File: config.mk
export PLATFORM = sky130hd
export DESIGN_NAME = au_sum_zero_bist_flat
export DESIGN_NICKNAME = d
export VERILOG_FILES = /design/src/rtl/au_sum_zero_bist_if.sv /design/src/rtl/au_sum_zero_bist.sv /design/src/flat_wrapper.sv
export SDC_FILE = /design/constraint.sdc
export NUM_CORES = 1
export LEC_CHECK = 0
export CAP_MARGIN = 20
export CORE_MARGIN = 4
export CORE_UTILIZATION = 40
export CTS_CLUSTER_DIAMETER = 50
export CTS_CLUSTER_SIZE = 10
export DETAILED_ROUTE_END_ITERATION = 8
export MAX_ROUTING_LAYER = met4
export PLACE_DENSITY_LB_ADDON = 0.25
export SLEW_MARGIN = 20
export SYNTH_ARGS = -nofsm -noshare
export SYNTH_HDL_FRONTEND = slang
export SYNTH_SLANG_ARGS = --single-unit
File: constraint.sdc
create_clock -name clk -period 3.7 [get_ports clk]
set_clock_uncertainty 0.1 [all_clocks]
set_input_delay 0.925 -clock clk [delete_from_list [all_inputs] [get_ports clk]]
set_output_delay 0.925 -clock clk [all_outputs]
set_load 0.02 [all_outputs]
File: src/rtl/au_sum_zero_bist_if.sv
// Bus between the sum-zero BIST controller and its environment:
// run control and status, plus the stimulus and response of the detector under test.
interface au_sum_zero_bist_if #(
    parameter int WIDTH = 8
);
    logic             start;
    logic             z;
    logic [WIDTH-1:0] a;
    logic [WIDTH-1:0] b;
    logic             ci;
    logic             busy;
    logic             done;
    logic             pass;
    logic [31:0]      num_test;
    logic [31:0]      num_fail;
    logic             fail_vld;
    logic [WIDTH-1:0] fail_a;
    logic [WIDTH-1:0] fail_b;
    logic             fail_ci;

    modport master (
        input  start, z,
        output a, b, ci, busy, done, pass, num_test, num_fail,
               fail_vld, fail_a, fail_b, fail_ci
    );

    modport slave (
        output start, z,
        input  a, b, ci, busy, done, pass, num_test, num_fail,
               fail_vld, fail_a, fail_b, fail_ci
    );
endinterface

File: src/rtl/au_sum_zero_bist.sv
// Exhaustive BIST for a sum-zero detector: walks every (a, b, ci) vector, compares the
// returned z flag against an internal reference and records counts and the first failure.
module au_sum_zero_bist #(
    parameter int WIDTH  = 8,
    parameter int SETTLE = 0
) (
    input  logic                  clk,
    input  logic                  rst,
    au_sum_zero_bist_if.master    bus
);
    localparam int         IDX_W    = 2 * WIDTH + 1;
    localparam logic [3:0] SETTLE_C = 4'(SETTLE);

    typedef enum logic [1:0] {IDLE, RUN, DONE} state_t;

    state_t             state;
    state_t             state_next;
    logic [IDX_W-1:0]   idx;
    logic [3:0]         hold;
    logic [31:0]        num_test;
    logic [31:0]        num_fail;
    logic               pass;
    logic               fail_vld;
    logic [WIDTH-1:0]   fail_a;
    logic [WIDTH-1:0]   fail_b;
    logic               fail_ci;
    logic [WIDTH:0]     ref_sum;
    logic               z_ref;
    logic               mismatch;
    logic               accept;
    logic               sample;
    logic               last;

    function automatic logic [31:0] sat_inc(input logic [31:0] v);
        return (v == 32'hFFFF_FFFF) ? v : v + 32'd1;
    endfunction

    // The index is the vector itself: ci in the LSB, then b, then a, so counting walks the required order.
    assign bus.a  = idx[IDX_W-1 -: WIDTH];
    assign bus.b  = idx[WIDTH:1];
    assign bus.ci = idx[0];

    // Sum is zero modulo 2^WIDTH exactly when the full sum is 0 or 2^WIDTH.
    assign ref_sum  = {1'b0, bus.a} + {1'b0, bus.b} + {{WIDTH{1'b0}}, bus.ci};
    assign z_ref    = (ref_sum == '0) || (ref_sum == {1'b1, {WIDTH{1'b0}}});
    assign mismatch = (bus.z !== z_ref);

    assign accept = bus.start && (state != RUN);
    assign sample = (state == RUN) && (hold == SETTLE_C);
    assign last   = (idx == {IDX_W{1'b1}});

    always_ff @(posedge clk) begin
        if (rst) state <= IDLE;
        else     state <= state_next;
    end

    always_comb begin
        state_next = state;
        case (state)
            IDLE, DONE: if (bus.start)     state_next = RUN;
            RUN:        if (sample && last) state_next = DONE;
            default:                        state_next = IDLE;
        endcase
    end

    always_ff @(posedge clk) begin
        if (rst) begin
            idx      <= '0;
            hold     <= '0;
            num_test <= '0;
            num_fail <= '0;
            pass     <= 1'b0;
            fail_vld <= 1'b0;
            fail_a   <= '0;
            fail_b   <= '0;
            fail_ci  <= 1'b0;
        end else if (accept) begin
            idx      <= '0;
            hold     <= '0;
            num_test <= '0;
            num_fail <= '0;
            pass     <= 1'b0;
            fail_vld <= 1'b0;
            fail_a   <= '0;
            fail_b   <= '0;
            fail_ci  <= 1'b0;
        end else if (sample) begin
            num_test <= sat_inc(num_test);
            hold     <= '0;
            if (mismatch) begin
                num_fail <= sat_inc(num_fail);
                if (!fail_vld) begin
                    fail_vld <= 1'b1;
                    fail_a   <= bus.a;
                    fail_b   <= bus.b;
                    fail_ci  <= bus.ci;
                end
            end
            // On the final vector the index stays put so the last vector remains on the bus.
            if (last) pass <= (num_fail == '0) && !mismatch;
            else      idx  <= idx + 1'b1;
        end else if (state == RUN) begin
            hold <= hold + 4'd1;
        end
    end

    assign bus.busy     = (state == RUN);
    assign bus.done     = (state == DONE);
    assign bus.pass     = pass;
    assign bus.num_test = num_test;
    assign bus.num_fail = num_fail;
    assign bus.fail_vld = fail_vld;
    assign bus.fail_a   = fail_a;
    assign bus.fail_b   = fail_b;
    assign bus.fail_ci  = fail_ci;
endmodule
File: src/flat_wrapper.sv
// flat-port wrapper written by rule: the top's interface ports become plain ports
module au_sum_zero_bist_flat 
#(
    parameter int WIDTH  = 8,
    parameter int SETTLE = 0
)
  (clk, rst, bus_start, bus_z, bus_a, bus_b, bus_ci, bus_busy, bus_done, bus_pass, bus_num_test, bus_num_fail, bus_fail_vld, bus_fail_a, bus_fail_b, bus_fail_ci);
  au_sum_zero_bist_if #(.WIDTH(WIDTH)) bus_i ();
  input  logic clk;
  input  logic rst;
  input wire logic [$bits(bus_i.start)-1:0] bus_start;
  input wire logic [$bits(bus_i.z)-1:0] bus_z;
  output wire logic [$bits(bus_i.a)-1:0] bus_a;
  output wire logic [$bits(bus_i.b)-1:0] bus_b;
  output wire logic [$bits(bus_i.ci)-1:0] bus_ci;
  output wire logic [$bits(bus_i.busy)-1:0] bus_busy;
  output wire logic [$bits(bus_i.done)-1:0] bus_done;
  output wire logic [$bits(bus_i.pass)-1:0] bus_pass;
  output wire logic [$bits(bus_i.num_test)-1:0] bus_num_test;
  output wire logic [$bits(bus_i.num_fail)-1:0] bus_num_fail;
  output wire logic [$bits(bus_i.fail_vld)-1:0] bus_fail_vld;
  output wire logic [$bits(bus_i.fail_a)-1:0] bus_fail_a;
  output wire logic [$bits(bus_i.fail_b)-1:0] bus_fail_b;
  output wire logic [$bits(bus_i.fail_ci)-1:0] bus_fail_ci;
  assign bus_i.start = bus_start;
  assign bus_i.z = bus_z;
  assign bus_a = bus_i.a;
  assign bus_b = bus_i.b;
  assign bus_ci = bus_i.ci;
  assign bus_busy = bus_i.busy;
  assign bus_done = bus_i.done;
  assign bus_pass = bus_i.pass;
  assign bus_num_test = bus_i.num_test;
  assign bus_num_fail = bus_i.num_fail;
  assign bus_fail_vld = bus_i.fail_vld;
  assign bus_fail_a = bus_i.fail_a;
  assign bus_fail_b = bus_i.fail_b;
  assign bus_fail_ci = bus_i.fail_ci;
  au_sum_zero_bist #(.WIDTH(WIDTH), .SETTLE(SETTLE)) u_core (.clk(clk), .rst(rst), .bus(bus_i));
endmodule
## After elaboration in Yosys (flattened, before gate mapping)

Cells that the tools add are included.

- Register bits: 106
- Input bits: 4
- Output and inout port bits: 102
- Logic and storage cells: 53

- Add/sub/neg operators: 6
- Equal/unequal tests: 10
- Muxes and demuxes: 3
- Bitwise logic cells: 4
- Reductions and logical operators: 20

Operators by type and width:

| kind | number |
|---|---|
| adder 32 x 1 -> 32 bit (second input constant) | 2 |
| == test 32 bit (second input constant) | 2 |
| logical NOT 32 bit | 1 |
| adder 17 x 1 -> 17 bit (second input constant) | 1 |
| == test 17 bit (second input constant) | 1 |
| AND reduction 2 bit | 5 |
| adder 8 x 8 -> 9 bit | 1 |
| adder 9 x 1 -> 9 bit | 1 |
| == test 9 bit (second input constant) | 1 |
| logical NOT 9 bit | 1 |
| AND reduction 3 bit | 2 |
| adder 4 x 1 -> 4 bit (second input constant) | 1 |
| logical AND 1 bit | 4 |
| logical NOT 4 bit | 1 |
| 2-to-1 mux 2 bit | 2 |
| != test 2 x 1 -> 1 bit (second input constant) | 2 |
| inverter 1 bit | 4 |
| one-hot mux 2 bit (2 select lines) | 1 |
| OR reduction 2 bit | 2 |
| OR reduction 3 bit | 1 |
| == test 2 x 1 -> 1 bit (second input constant) | 1 |
| == test 2 bit (second input constant) | 1 |
| logical NOT 2 bit | 1 |
| != test 2 bit (second input constant) | 1 |
| 3 further kinds | 3 |

## Logic depth before layout (Yosys ltp)

- Word-level depth: 7
- Gate-level depth with buffers: 11
- Depth with buffers taken out: 10

## Worst setup path before layout

OpenSTA, ideal clock, no wires.

- Path kind: reg-to-reg
- Start point: reg u_core.idx[0]
- End point: reg u_core.pass (netlist: u_core.bus.pass)
- Library setup time: 0.117 ns
- Arrival: 3.109 ns
- Setup slack: 0.374 ns
- Stages on the path, launching flop included: 12
- Buffers on the path: 2
- Path through: dfxtp_1 -> fa_1 -> fa_1 -> and3_1 -> nor4_1 -> o22ai_1 -> or4_4 -> buf_2 -> nor2_4 -> buf_6 -> xnor2_1 -> a32o_1

- Longest elaborated chain between the ends: 6
- Elaborated cells on any way between the ends: 9

Ends and longest elaborated chain:

| element | RTL line | text |
|---|---|---|
| from (decl) | au_sum_zero_bist.sv:18 | `logic [IDX_W-1:0] idx;` |
| from (signal assigned) | au_sum_zero_bist.sv:101 | `else idx <= idx + 1'b1;` |
| adder 9 x 1 -> 9 bit | au_sum_zero_bist.sv:44 | `assign ref_sum = {1'b0, bus.a} + {1'b0, bus.b} + {{WIDTH{1'b0}}, bus.ci};` |
| == test 9 bit / logical NOT 9 bit (equally long branches) | au_sum_zero_bist.sv:45 | `assign z_ref = (ref_sum == '0) \|\| (ref_sum == {1'b1, {WIDTH{1'b0}}});` |
| logical OR 1 bit | au_sum_zero_bist.sv:45 |  |
| !== test 1 bit | au_sum_zero_bist.sv:46 | `assign mismatch = (bus.z !== z_ref);` |
| logical NOT 1 bit | au_sum_zero_bist.sv:100 | `if (last) pass <= (num_fail == '0) && !mismatch;` |
| logical AND 1 bit | au_sum_zero_bist.sv:100 |  |
| to (signal assigned) | au_sum_zero_bist.sv:100 |  |
| to (decl) | au_sum_zero_bist.sv:22 | `logic pass;` |

Parallel ways exist; a longest one is shown, timed or not.
A chain may end at the register's enable or synchronous reset.

## Worst setup path in the final report

- Start point: reg u_core.idx[0]
- End point: reg u_core.num_fail[2] (netlist: u_core.bus.num_fail[2])

- Longest elaborated chain between the ends: 5
- Elaborated cells on any way between the ends: 6

Ends and longest elaborated chain:

| element | RTL line | text |
|---|---|---|
| adder 9 x 1 -> 9 bit (*) | au_sum_zero_bist.sv:44 |  |
| == test 9 bit / logical NOT 9 bit (equally long branches) | au_sum_zero_bist.sv:45 |  |
| logical OR 1 bit (*) | au_sum_zero_bist.sv:45 |  |
| !== test 1 bit (*) | au_sum_zero_bist.sv:46 |  |
| AND reduction 3 bit (no line) (*) | - |  |
| to (signal assigned) | au_sum_zero_bist.sv:91 | `num_fail <= sat_inc(num_fail);` |
| to (decl) | au_sum_zero_bist.sv:21 | `logic [31:0] num_fail;` |

Mark *: on every way between the ends. The rest lies on a longest branch, timed or not.

==> impl_results.md <==
* Inserted Clock Buffers at 9
* Clock buffer depth at 2
* Vias per cell at approximately 5.7
* Final min period at between 3 and 4 ns
* First-pass GRT wire length at 26.61 mm
* DR iter-0 viols at just over 500
* Row cnt at 43
* Register bit count reported by yosys at ~110
* First-pass DRT Iterations at 5
* Crit share post-route at about nine tenths
* Critical Path End: u_core.bus.num_fail[2]
* Gr usage total at about a fifth
* # clock sinks at 106
* DP Area at about 7100 um2
* Post-synth EDFFs at 0
* Setup ws final at slightly above 0.3 ns
* Max H-tree Level at 3
* Post-CTS Setup Bufs at 0
* Outcome: finished clean
* R2r setup slk at a little over 0.3 ns
* Post-layout instance area at around 7400 um2
* GRT overflow at 0
* Final Non-Filler Cells at just under 1000
* Slowest cell on the critical path: or4_4
* Fin. Hold Viols at 0
* Commonest cells after routing, fill and taps aside: 106 x dfxtp_1, 105 x clkdlybuf4s50_1, 77 x nor2_1
* # DRC at 0
* Placed cells at approximately 1000
* Delay-heaviest family, CP: simple AND/OR/NAND/NOR gates
* Unrepaired setup endpoints after global routing: no
* CP arrival at 3.55 ns
* Lkg Pwr at around 2.5 nW
* Via count at between 5000 and 6000
* Syn Inst Count at about 710
* CP Class: flop to flop
* Clock-pin transition on the worst setup and hold timing paths at 0.08 ns
* Die Footprint at between 15000 and 20000 um2
* Worst Setup SP: u_core.idx[0]
* Share of post-route cells with drive strength above 1 at 6.057%
* Hold WC Path Type: flop to flop
* Vias in the first global route at 5327
* Root Driver: clkbuf_16
* I/O pin count at 106
* Worst Path Max Fanout at 12
* Synth warnings at 0
* Ys async rst share at 0%
* Final WL at between 15 and 20 mm
* Die width at between 100 and 150 um
* Initial antenna violation count at 0
* Clock Latency Late Sink at between 0.3 and 0.4 ns
* CP endpoint kind: flop
* Max incr delay on CP at 0.69 ns
* Mapped Nets at roughly 730
* Ant diodes at 0
* Worst r2r src: u_core.idx[0]
* Utilization after layout at 52.33%
* Main synth FF type: dfxtp_1
* Area delta synth->final at 26.12%
* Req. time, crit path at about 3.9 ns
* Hold-fix buffers, CTS at 0
* Fin Setup TNS at 0 ns
* Number of routed nets with antenna violations at 0
* Power after layout at ~2.3 mW
* Hold_ws at 0.3692 ns
* Synth Cell Area at ~5800 um2
* Fillcell total at 1373
* Worst IR Drop VDD at between 0.0003 and 0.0004 V
* Commonest non-fill, non-tap cell in the layout: dfxtp_1
* Netlist cell types at 61
* WP buf/inv at 0
* GPL Wtd Cong at slightly above 0.9
* Pin count of the biggest net entering global routing at 48
* Sequential element share of the synthesized area at a little over a third
* WL/cell at about 16 um
* Syn avg cell area at 8.192 um2
* # port buffers at roughly 110
* Dpl ws at about 0.25 ns
* # nets final at slightly above 800
* Core Region at around 14000 um2
* Crit-path cells: fa_1 > fa_1 > and3_1 > nor4_1 > o22ai_1 > or4_4 > o211ai_4 > a21boi_0 > mux2i_1
* Reg2reg end: u_core.bus.num_fail[2]
* Max_slew headroom at between 50 and 60%
* R2R cell count at 9
* Crit path depth at 9
* Post-cts sizing count at 0
* Most used cell along the critical path: fa_1
* Critical Path Start Type: flop
* Chip height at ~130 um
* Max cap viols at 0
* Max-slew violation count at 0
* Worst slew pin tran at between 0.6 and 0.7 ns
* Power Dens Cells at about 310 nW/um2
* Post-DP HPWL at 11.44 mm
* CTS tree: built
* Fmax at around 290 MHz
* Starting Density at a little over 40%
* Final setup fails at 0
## how the worst min path moves through the flow
stage,cells after the start,endpoint,start
4_1_cts,2,u_core.bus.fail_a[7],u_core.bus.fail_a[7]
6_report,2,u_core.bus.fail_a[7],u_core.bus.fail_a[7]
5_1_grt,2,u_core.bus.fail_a[7],u_core.bus.fail_a[7]
3_3_place_gp,2,u_core.bus.fail_a[1],u_core.bus.fail_a[1]
3_5_place_dp,2,u_core.bus.fail_a[7],u_core.bus.fail_a[7]
2_1_floorplan,2,u_core.hold[3],u_core.hold[3]
## metal layers
layer	GRT usage [%]	up-vias	wire length [um]
met5	-	-	0
met4	6.362	0	249
met3	4.027	26	875
met2	31.04	147	7569
met1	26.03	2718	7381
li1	-	2765	-
## worst min-delay path, cell delays in order, from the launching register on
cell	delay, ns
dfxtp_1	0.31
nand3_1	0.06
a21oi_1	0.06
## cells in the mapped netlist, types with 2 or more instances
cell type  number  area [um2]
a2111o_1        2       22.52
a211o_1         6       52.55
a211oi_1        4       30.03
a21bo_1        12       120.1
a21bo_2         4       40.04
a21o_1          7       52.55
a21oi_1        37       185.2
and2_1          3       18.77
and3_1         20       125.1
and4_1          7       61.31
buf_1           3       11.26
buf_2          11       55.05
clkbuf_1       23       86.33
dfxtp_1       106        2122
fa_1            2       40.04
ha_1           13       162.7
inv_1          14       52.55
mux2i_1        21       210.2
nand2_1        66       247.7
nand2b_1       20       125.1
nand3_1        54       270.3
nand4_1        51       319.1
nor2_1         77       289.0
nor2b_1         3       18.77
nor3_1         11       55.05
nor3_2          2       20.02
nor3b_1         3       22.52
nor4_1         14       87.58
o2111ai_1       9       78.83
o211ai_1        5       37.54
o21ai_0        15       75.07
o21ai_1         9       45.04
o31ai_1         2       15.01
or2_2           2       12.51
or3_1           5       31.28
xnor2_1        15       131.4
xor2_1         32       280.3
## flip-flops by register name, indices dropped and copies added, names as in the netlist
register             count
u_core.bus.num_fail     32
u_core.bus.fail_vld      1
u_core.hold              4
u_core.idx              17
u_core.bus.pass          1
u_core.bus.fail_a        8
u_core.state             2
u_core.bus.fail_ci       1
u_core.bus.fail_b        8
u_core.bus.num_test     32
## cells by family (layout without fill, tap and decap cells)
logic type	after synthesis	count (layout)	synth area share [%]
AOI/OAI and AO/OA	124	124	14.95
xor gates and xnor gates	47	47	7.038
adders and majority gates	15	15	3.465
buffers and inverters	53	148	3.765
DFF	106	106	36.28
muxes	21	21	3.594
and+or+nand+nor	348	348	30.91
## report_power, final
group          internal (mW)  total (mW)  switching [mW]
clock                  0.476       0.966           0.490
combinational         0.0455       0.153           0.108
sequential              1.14        1.15         0.00594
total                   1.67        2.27           0.604
## area by class of cell
cell class / count / area (um2) / area share (%)
multi-input combinational: 555 / 3525 / 47.78
sequential: 106 / 2122 / 28.77
timing repair buffer: 117 / 1154 / 15.64
clock buffer: 9 / 225.2 / 3.053
tap: 180 / 225.2 / 3.053
clock inverter: 7 / 70.07 / 0.9498
inverter: 15 / 56.30 / 0.7632
Power figures use the tool's default switching activity.
